File: src/rtl/hazard_forwarding_unit.sv
// ID-stage hazard unit: operand forwarding selects, load-use stall
// control and a saturating stall-cycle counter.
module hazard_forwarding_unit #(
    parameter int STALL_CYCLES = 1,
    parameter int CNT_W        = 16
) (
    input  logic             Clk,
    input  logic             R,
    input  logic [4:0]       ID_rs1,
    input  logic [4:0]       ID_rs2,
    input  logic [4:0]       ID_rd,
    input  logic             ID_use_rs2,
    input  logic             ID_store_instr,
    input  logic [4:0]       EX_rd,
    input  logic [4:0]       MEM_rd,
    input  logic [4:0]       WB_rd,
    input  logic             EX_RF_enable,
    input  logic             MEM_RF_enable,
    input  logic             WB_RF_enable,
    input  logic             EX_load_instr,
    output logic [1:0]       fwd_rs1,
    output logic [1:0]       fwd_rs2,
    output logic [1:0]       fwd_rd,
    output logic             S,
    output logic             LE_pc,
    output logic             LE_npc,
    output logic             LE_ifid,
    output logic [CNT_W-1:0] stall_count
);

    typedef enum logic {
        RUN,
        STALL
    } state_t;

    localparam logic [2:0] LP_REM_INIT = 3'(STALL_CYCLES - 1);

    state_t           r_state;
    state_t           w_state_nxt;
    logic [2:0]       r_rem;
    logic [2:0]       w_rem_nxt;
    logic [CNT_W-1:0] r_cnt;
    logic             w_lu;
    logic             w_bubble;
    logic             w_ex_rs1;
    logic             w_ex_rs2;
    logic             w_ex_rd;

    // Youngest producing stage wins; x0 is hard-wired and never forwarded.
    function automatic logic [1:0] f_sel(
        input logic [4:0] src,
        input logic [4:0] ex_rd,
        input logic       ex_en,
        input logic [4:0] mem_rd,
        input logic       mem_en,
        input logic [4:0] wb_rd,
        input logic       wb_en
    );
        logic [1:0] sel;
        sel = 2'b00;
        if (src != 5'd0) begin
            if (ex_en && ex_rd == src) begin
                sel = 2'b01;
            end else if (mem_en && mem_rd == src) begin
                sel = 2'b10;
            end else if (wb_en && wb_rd == src) begin
                sel = 2'b11;
            end
        end
        return sel;
    endfunction

    always_comb begin
        fwd_rs1 = f_sel(ID_rs1, EX_rd, EX_RF_enable, MEM_rd,
                        MEM_RF_enable, WB_rd, WB_RF_enable);
        fwd_rs2 = 2'b00;
        fwd_rd  = 2'b00;
        if (ID_use_rs2) begin
            fwd_rs2 = f_sel(ID_rs2, EX_rd, EX_RF_enable, MEM_rd,
                            MEM_RF_enable, WB_rd, WB_RF_enable);
        end
        if (ID_store_instr) begin
            fwd_rd = f_sel(ID_rd, EX_rd, EX_RF_enable, MEM_rd,
                           MEM_RF_enable, WB_rd, WB_RF_enable);
        end
    end

    assign w_ex_rs1 = (EX_rd == ID_rs1);
    assign w_ex_rs2 = ID_use_rs2 & (EX_rd == ID_rs2);
    assign w_ex_rd  = ID_store_instr & (EX_rd == ID_rd);

    assign w_lu = EX_load_instr & EX_RF_enable & (EX_rd != 5'd0)
                & (w_ex_rs1 | w_ex_rs2 | w_ex_rd);

    always_ff @(posedge Clk or negedge R) begin
        if (!R) begin
            r_state <= RUN;
            r_rem   <= 3'd0;
        end else begin
            r_state <= w_state_nxt;
            r_rem   <= w_rem_nxt;
        end
    end

    // Mealy in RUN; in STALL the held instruction sits behind a bubble,
    // so lu is ignored until the stall has run its full length.
    always_comb begin
        w_state_nxt = r_state;
        w_rem_nxt   = r_rem;
        w_bubble    = 1'b0;
        case (r_state)
            RUN: begin
                if (w_lu) begin
                    w_bubble = 1'b1;
                    if (STALL_CYCLES > 1) begin
                        w_state_nxt = STALL;
                        w_rem_nxt   = LP_REM_INIT;
                    end
                end
            end
            STALL: begin
                w_bubble = 1'b1;
                if (r_rem <= 3'd1) begin
                    w_state_nxt = RUN;
                    w_rem_nxt   = 3'd0;
                end else begin
                    w_rem_nxt = r_rem - 3'd1;
                end
            end
            default: begin
                w_state_nxt = RUN;
                w_rem_nxt   = 3'd0;
            end
        endcase
    end

    assign S       = w_bubble;
    assign LE_pc   = ~w_bubble;
    assign LE_npc  = ~w_bubble;
    assign LE_ifid = ~w_bubble;

    always_ff @(posedge Clk or negedge R) begin
        if (!R) begin
            r_cnt <= '0;
        end else if (w_bubble && r_cnt != {CNT_W{1'b1}}) begin
            r_cnt <= r_cnt + CNT_W'(1);
        end
    end

    assign stall_count = r_cnt;

endmodule

File: config.mk
export PLATFORM = sky130hd
export DESIGN_NAME = hazard_forwarding_unit
export DESIGN_NICKNAME = d
export VERILOG_FILES = /design/src/rtl/hazard_forwarding_unit.sv
export SDC_FILE = /design/constraint.sdc
export NUM_CORES = 1
export LEC_CHECK = 0
export CAP_MARGIN = 20
export CELL_PAD_IN_SITES_DETAIL_PLACEMENT = 1
export CELL_PAD_IN_SITES_GLOBAL_PLACEMENT = 2
export CORE_MARGIN = 1
export CORE_UTILIZATION = 22
export CTS_CLUSTER_SIZE = 14
export DETAILED_ROUTE_END_ITERATION = 10
export GPL_TIMING_DRIVEN = 0
export PLACE_DENSITY_LB_ADDON = 0.1
export REMOVE_ABC_BUFFERS = 1
export SLEW_MARGIN = 15
export SYNTH_ARGS = -nofsm -noshare
export SYNTH_HDL_FRONTEND = slang
export SYNTH_SLANG_ARGS = --single-unit
File: constraint.sdc
create_clock -name Clk -period 1.8 [get_ports Clk]
set_input_delay 0.36 -clock Clk [delete_from_list [all_inputs] [get_ports Clk]]
set_output_delay 0.36 -clock Clk [all_outputs]
set_load 0.03 [all_outputs]
==> impl_metrics.tcl, run 1 <==
set metrics [dict create \
    run_status "finished, violations left" \
    violations "setup timing" \
    grt_pass1_wl_mm 9.31 \
    required_ns 1.44 \
    io_pins 64 \
    critPathLaunchType "input port" \
    sequential_cell_area_um2 500 \
    post-route-worst-setup-slack_ns -0.232 \
    timing.critical_path.slowest_cell_delay_ns 0.55 \
    yosys-top-cells-area "sky130_fd_sc_hd__dfrtp_1, sky130_fd_sc_hd__xor2_1, sky130_fd_sc_hd__xnor2_1, sky130_fd_sc_hd__nand3_1, sky130_fd_sc_hd__nor4_1" \
    synth-warning-count 0 \
    share_clk_of_total_power_pct 26.4 \
    groute.usage.overall_pct 15.5 \
    power.density_nw_per_um2 480 \
    hold_buffer_count_at_cts 0 \
    total_negative_slack_ns -1.62 \
    vdd_drop_max_mv 0.228 \
    worst_skew_pair.late_latency_ns 0.26 \
    synth_top_cell_area_share_pct 29.9 \
    crit_fanout 4 \
    final_net_count 317 \
    area_taken_by_multi_input_logic_gates_um2 1320 \
    drt_iter0_drc 57 \
    grt_max_degree 21 \
    numClockSinks 20 \
    grt_antenna_before_repair 0 \
    cts.reportedPaths.clkPinSlew_ns 0.08 \
    n_fill_cell 876 \
    max_freq_mhz 492 \
    detailed_place_hpwl_mm 4.48 \
    relSlewSlack_pct 35.9 \
    gpl.final_weighted_congestion 0.732 \
    tritoncts_buffer_count 3 \
    number_of_global_route_vias_before_repair 1806 \
    ctsLongestPathBuffers 2 \
    timing.final.setup_violations 14 \
    critical_path_arrival_ns 1.67 \
    area_growth_syn_to_layout_pct 66.6 \
    cts.root.buffer_cell "sky130_fd_sc_hd__clkbuf_8" \
    synthesis.instances 191 \
    fin_hold_ws_ns 0.501 \
    timing.final.max_slew_violations 0 \
    layout.cells.most_common "sky130_fd_sc_hd__xor2_1" \
    hp-class "flop to flop" \
    detailedRoute.firstPassIterationCount 4 \
    drt-total-wl_mm 5.94 \
    drv.max_cap_violation_count 0 \
    design.die.area_um2 7960 \
    synth_sequential_area_ratio_pct 29.9 \
    layout.cells.most_common_list "sky130_fd_sc_hd__xor2_1, sky130_fd_sc_hd__buf_4, sky130_fd_sc_hd__xnor2_1" \
    worst_pin_slew_ns 0.959 \
    core.rowCount 31 \
    core_um2 7290 \
    worst_path_most_repeated_cell "sky130_fd_sc_hd__buf_6" \
    finalWorstPathRequiredPeriod_ns 2.03 \
    flop_pwr_share_pct 36.8 \
    cell_internal_pwr_uw 900 \
    clock-skew-final_ns 0.00199 \
    final_antenna_net_count 0 \
    rsz_0062_raised_after_global_routing "yes" \
    diodes 0 \
    port-buffer-count 63 \
    avgSynthCellArea_um2 8.76 \
    final_hold_viol_count 0 \
    switching_power_total_uw 440 \
    timing_worst_setup_path_type "input port to output port" \
    comb_power_share_pct 36.9 \
    power.switching_fraction_pct 32.8 \
    die_w_um 89.2 \
    kind_of_capture_point_of_the_worst_setup_path "output port" \
    final_layout_size_suffix_gt1_share_pct 34.5 \
    cts.htree.levels 1 \
    floorplan.initialDensity_pct 22.9 \
    grt_overflow 0 \
    final.period_utilization_pct 113 \
    synthDominantAreaCellType "sky130_fd_sc_hd__dfrtp_1" \
    clock_tree_from_tritoncts "done" \
    synth_cell_type_count 33 \
    cp_cell_sequence "buf_8 > buf_6 > xnor2_4 > nand3_2 > nor2_4 > or4_4 > nand2_4 > inv_2 > buf_6" \
    routed_via_density 4.65 \
    drcViolationCount 0 \
    routed_wire_length_per_instance_um 15.9 \
    finish.utilization_pct 38.2 \
    synthesized_area_um2 1670 \
    num_vias 1738 \
    post_synthesis_register_bit_count 20 \
    die_height_um 89.2 \
    leakage_nw 1.32 \
    critPathSlowestCell "sky130_fd_sc_hd__or4_4" \
    totalPowerFinal_mw 1.34 \
]
[layout make-up]
type	count	share of cell area [%]
inverters	7	0.943
well taps	99	4.44
repair buffers	83	27.4
multi-input cells	161	47.3
flip-flops and latches	20	18.0
clock buffers	4	1.97
[sequential cells by signal (all words and copies together) (netlist names)]
| register | count |
|---|---|
| stall_count | 16 |
| r_state | 1 |
| r_rem | 3 |
[power by group through the flow]
stage | registers (mW) | logic, mW | clock network [mW]
detailed placement | 0.500 | 0.423 | 0
floorplan | 0.536 | 0.162 | 0
CTS | 0.493 | 0.463 | 0.366
global route | 0.495 | 0.538 | 0.386
finish | 0.492 | 0.494 | 0.353
global placement | 0.501 | 0.422 | 0
[critical path, delay by kind of cell]
kind	cells	cell delay, ns
simple gates	4	0.80
xor+xnor	1	0.12
buf+inv	4	0.40
[per-layer routing]
| metal | GRT usage (%) | wire length [um] | up-vias | part of all wire [%] |
|---|---|---|---|---|
| li1 | - | - | 840 | - |
| met1 | 20.9 | 2760 | 858 | 46 |
| met2 | 26.1 | 2900 | 36 | 49 |
| met3 | 2.95 | 237 | 4 | 4.0 |
| met4 | 2.45 | 44 | 0 | 0.74 |
| met5 | 0 | 0 | - | 0 |
[final timing paths]
check,start,end,slack [ns],depth (start not counted)
worst min-delay path,stall_count[4]$_DFFE_PN0P_,stall_count[4]$_DFFE_PN0P_,0.50,1
worst max register to register,stall_count[0]$_DFFE_PN0P_,stall_count[11]$_DFFE_PN0P_,-0.02,4
worst min register to register,stall_count[4]$_DFFE_PN0P_,stall_count[4]$_DFFE_PN0P_,0.50,1
max in group asynchronous,R,stall_count[11]$_DFFE_PN0P_,0.59,1
min in group asynchronous,R,r_rem[2]$_DFFE_PN0P_,0.63,1
worst max-delay path,EX_rd[1],S,-0.23,9
[repair_timing]
action	in CTS	in global routing
buffers inserted	15	5
resized for setup	241	27
pin swaps	37	14
endpoints found under the setup margin	26	29
[cell families after synthesis]
kind of cell             count (synthesis)  share of synthesized area (%)
flip-flops                              20                           29.9
AND/OR/NAND/NOR                         84                           27.8
adder cells (fa/ha/maj)                  3                           2.24
buffers and inverters                   10                           2.69
AO/OA/AOI/OAI                           12                           4.56
multiplexers                             3                           1.94
XOR/XNOR                                59                           30.9
[cell usage after synthesis]
cell                       instances
sky130_fd_sc_hd__nor4b_1           1
sky130_fd_sc_hd__and2_1            1
sky130_fd_sc_hd__o21ai_0           3
sky130_fd_sc_hd__xor2_1           32
sky130_fd_sc_hd__nand3_1          18
sky130_fd_sc_hd__nand4_1           6
sky130_fd_sc_hd__or2_2             1
sky130_fd_sc_hd__xnor2_1          27
sky130_fd_sc_hd__and3_1            6
sky130_fd_sc_hd__ha_1              3
sky130_fd_sc_hd__nor3_1            7
sky130_fd_sc_hd__mux2_2            1
sky130_fd_sc_hd__nor3_4            1
sky130_fd_sc_hd__dfrtp_1          20
sky130_fd_sc_hd__buf_4             2
sky130_fd_sc_hd__a21oi_1           3
sky130_fd_sc_hd__nor4_1            8
sky130_fd_sc_hd__o311a_1           1
sky130_fd_sc_hd__o22ai_1           1
sky130_fd_sc_hd__a22oi_1           1
sky130_fd_sc_hd__mux2i_1           1
sky130_fd_sc_hd__clkbuf_1          1
sky130_fd_sc_hd__nor3b_1           1
sky130_fd_sc_hd__inv_1             7
sky130_fd_sc_hd__nand2_1          10
sky130_fd_sc_hd__mux2_1            1
sky130_fd_sc_hd__a21o_1            2
sky130_fd_sc_hd__nor2_1           13
sky130_fd_sc_hd__nor4_2            1
sky130_fd_sc_hd__a211oi_1          1
sky130_fd_sc_hd__or3_1             1
sky130_fd_sc_hd__nor2b_1           3
sky130_fd_sc_hd__or4_1             6
[per-stage QoR]
stage / instances / setup slack [ns] / cell area [um^2]
finish: 374 / -0.232 / 2790
global route: 374 / -0.266 / 2790
CTS: 369 / -0.276 / 2620
detailed placement: 350 / -1.44 / 2410
global placement: 350 / -1.45 / 2410
floorplan: 188 / -0.815 / 1650
Note: power is estimated with default switching activity, not from simulation.
==> run 2: changes to the inputs <==
Settings changed: ABC_AREA set to 1, CORE_UTILIZATION 22 to 21, MAX_ROUTING_LAYER set to met4.
==> run 2 against run 1 <==
The flow finishes with violations (DRC). Routed wire length up 25%. Critical path depth unchanged. Clock power about the same. Sequential cell count unchanged. Via count up 29%. Area after synthesis up 16%. Cell area up 4.8%. Utilization down 5.1 points. Worst setup slack better by 0.29 ns. Global-route usage up 1.2 points. Highest routed layer unchanged.
==> impl_metrics.tcl, run 2 <==
set metrics [dict create \
    run_status "finished, violations left" \
    violations "DRC" \
    yosys.cell_count.top_type "sky130_fd_sc_hd__nand2_1" \
    clock-skew-final_ns 0.00977 \
    crit_fanout 4 \
    final.period_utilization_pct 97.0 \
    routed_via_density 4.61 \
    placement.cell_area_um2 2650 \
    synthesized_area_um2 1930 \
    synth_top_cell_area_share_pct 25.9 \
    port-buffer-count 63 \
    num_vias 2241 \
    detailedPlace.worstSlack_ns -1.32 \
    detailed_place_hpwl_mm 5.72 \
    relSlewSlack_pct 65.5 \
    timing.final.setup_violations 0 \
    drcViolationCount 6 \
    worst_skew_pair.late_latency_ns 0.26 \
    worst_path_most_repeated_cell "sky130_fd_sc_hd__nand3_2" \
    netlist_top_cells_count "sky130_fd_sc_hd__nand2_1, sky130_fd_sc_hd__inv_1, sky130_fd_sc_hd__nand3_1" \
    timing_worst_setup_path_type "input port to output port" \
    cts.root.buffer_cell "sky130_fd_sc_hd__clkbuf_8" \
    finalWorstPathRequiredPeriod_ns 1.75 \
    layout.cells.most_common_list "sky130_fd_sc_hd__nand2_1, sky130_fd_sc_hd__nand3_1, sky130_fd_sc_hd__inv_1" \
    gpl.final_weighted_congestion 0.804 \
    largest_register_ffs 16 \
    power.switching_fraction_pct 35.1 \
    floorplan.initialDensity_pct 22.0 \
    layout.cells.most_common "sky130_fd_sc_hd__nand2_1" \
    timing.critical_path.slowest_cell_delay_ns 0.17 \
    drv.max_cap_violation_count 0 \
    hold_buffer_count_at_cts 0 \
    io_pins 64 \
    detailedRoute.firstPassIterationCount 7 \
    flop_pwr_share_pct 37.7 \
    number_of_global_route_vias_before_repair 2442 \
    numClockSinks 20 \
    timing.reg2reg.worst_path_depth 9 \
    grt_overflow 0 \
    final_antenna_net_count 0 \
    switching_power_total_uw 473 \
    max_freq_mhz 573 \
    avgSynthCellArea_um2 6.44 \
    kind_of_capture_point_of_the_worst_setup_path "output port" \
    layout.cell_area.non_filler_um2 2920 \
    finish.utilization_pct 33.2 \
    synthesis.instances 300 \
    area_taken_by_multi_input_logic_gates_um2 1430 \
    leakage_nw 1.54 \
    synth-warning-count 0 \
    die_height_um 97.9 \
    grt_max_degree 21 \
    critPathLaunchType "input port" \
    n_fill_cell 1119 \
    worst-r2r-setup-slack_ns 0.14 \
    sequential_cell_area_um2 504 \
    grt_antenna_before_repair 0 \
    cell_internal_pwr_uw 873 \
    vdd_drop_max_mv 0.336 \
    critPathSlowestCell "sky130_fd_sc_hd__xor2_1" \
    share_clk_of_total_power_pct 26.4 \
    drt_iter0_drc 52 \
    reg2reg_to "stall_count[0]$_DFFE_PN0P_" \
    total_negative_slack_ns 0 \
    yosys-top-cells-area "sky130_fd_sc_hd__dfrtp_1, sky130_fd_sc_hd__nand2_1, sky130_fd_sc_hd__inv_1, sky130_fd_sc_hd__nand3_1, sky130_fd_sc_hd__xor2_1" \
    ctsLongestPathBuffers 2 \
    postSynth.asyncResetShare_pct 100 \
    reg2reg_launch_point "stall_count[0]$_DFFE_PN0P_" \
    power.density_nw_per_um2 461 \
    comb_power_share_pct 35.9 \
    diodes 0 \
    synth_sequential_area_ratio_pct 25.9 \
    critical_path_arrival_ns 1.39 \
    post-route-worst-setup-slack_ns 0.0533 \
    core.rowCount 34 \
    groute.usage.overall_pct 16.7 \
    post_synthesis_register_bit_count 20 \
    routed_wire_length_per_instance_um 15.3 \
    cts.reportedPaths.clkPinSlew_ns 0.08 \
    final_layout_size_suffix_gt1_share_pct 33.9 \
    worst_pin_slew_ns 0.517 \
    required_ns 1.44 \
    synth_edf_count 0 \
    final_net_count 420 \
    drt-total-wl_mm 7.43 \
    hp-class "input port to asynchronous set/reset pin" \
    cts.htree.levels 1 \
    area_growth_syn_to_layout_pct 51.1 \
    clock_tree_from_tritoncts "done" \
    synth_cell_type_count 28 \
    cp_cell_sequence "buf_4 > xor2_1 > nor2_2 > nand3_2 > nand3_2 > nand2_4 > nand2_8 > inv_6 > buf_6" \
    ys.flop_type "sky130_fd_sc_hd__dfrtp_1" \
    die_w_um 97.9 \
    synthDominantAreaCellType "sky130_fd_sc_hd__dfrtp_1" \
    timing.final.max_slew_violations 0 \
    grt_pass1_wl_mm 12.6 \
    design.die.area_um2 9590 \
    core_um2 8810 \
    final_hold_viol_count 0 \
    tritoncts_buffer_count 3 \
]
[run 2: changes by cell type after synthesis, sizes merged, moves of 5 or more]
cell and change:
nand3 +12, nor2 +8, or4 -6, a21oi +11, inv +41, and3 -6
xnor2 -21, nor4 -9, xor2 -16, o22ai +11, nand4 +5, nand2 +78
[run 2: power groups by stage]
stage / Clock [mW] / Combinational [mW] / Sequential, mW
4_1_cts: 0.379 / 0.445 / 0.496
3_5_place_dp: 0 / 0.434 / 0.504
3_3_place_gp: 0 / 0.431 / 0.505
5_1_grt: 0.385 / 0.535 / 0.510
2_1_floorplan: 0 / 0.166 / 0.539
6_report: 0.355 / 0.483 / 0.508
[run 2: cells by family after synthesis]
| group | count (synthesis) | synth area share [%] |
|---|---|---|
| and+or+nand+nor | 166 | 39.4 |
| buffers and inverters | 53 | 11.8 |
| AOI/OAI and AO/OA | 36 | 10.9 |
| xor gates and xnor gates | 22 | 9.97 |
| DFF | 20 | 25.9 |
| adders and majority gates | 3 | 1.94 |
[run 2: repair_timing]
action	CTS	global route
gates cloned	1	1
setup buffers	10	4
endpoints found under the setup margin	31	29
endpoints found under the hold margin	0	0
gates resized for setup	237	55
pin swaps	28	30
[run 2: layout make-up]
type	instances	share of cell area (%)
Sequential cell	20	17.3
Timing Repair Buffer	77	20.8
Inverter	48	6.60
Clock buffer	4	1.89
Multi-Input combinational cell	229	48.8
Tap cell	108	4.63
[run 2: worst max-delay path by stage]
stage | start | endpoint | slack, ns
after floorplan | ID_rs2[3] | LE_ifid | -0.18
after global placement | EX_rd[0] | S | -1.32
after detailed placement | EX_rd[0] | S | -1.32
after CTS | stall_count[0]$_DFFE_PN0P_ | stall_count[6]$_DFFE_PN0P_ | 0.0006
after global routing | ID_rd[1] | fwd_rd[0] | -0.01
final | EX_rd[1] | LE_npc | 0.05
[run 2: stage by stage]
| stage | hold slack (ns) | total power, mW | instances |
|---|---|---|---|
| after detailed placement | 0.498 | 0.939 | 466 |
| after global routing | 0.0960 | 1.43 | 486 |
| after CTS | 0.511 | 1.32 | 481 |
| after floorplan | 0.0644 | 0.706 | 295 |
| after global placement | 0.508 | 0.936 | 466 |
| final | 0.0577 | 1.35 | 486 |
[run 2: worst max-delay path: cells and delay by family]
| family | cells | cell delay (ns) |
|---|---|---|
| xor+xnor | 1 | 0.17 |
| buf+inv | 3 | 0.31 |
| simple gates | 5 | 0.55 |
[run 2: per-layer routing]
metal	wire length [um]	share of wire (%)	global-route usage, %
met1	3600	48	22.5
met2	3510	47	27.4
met3	301	4.0	2.43
met4	22	0.30	1.40
met5	0	0	-
==> run 3: changes to the inputs <==
Settings changed: ABC_CLOCK_PERIOD_IN_PS set to 1800.
==> results of run 3 <==
Final layout, timing and power as in run 2 (identical DEF).
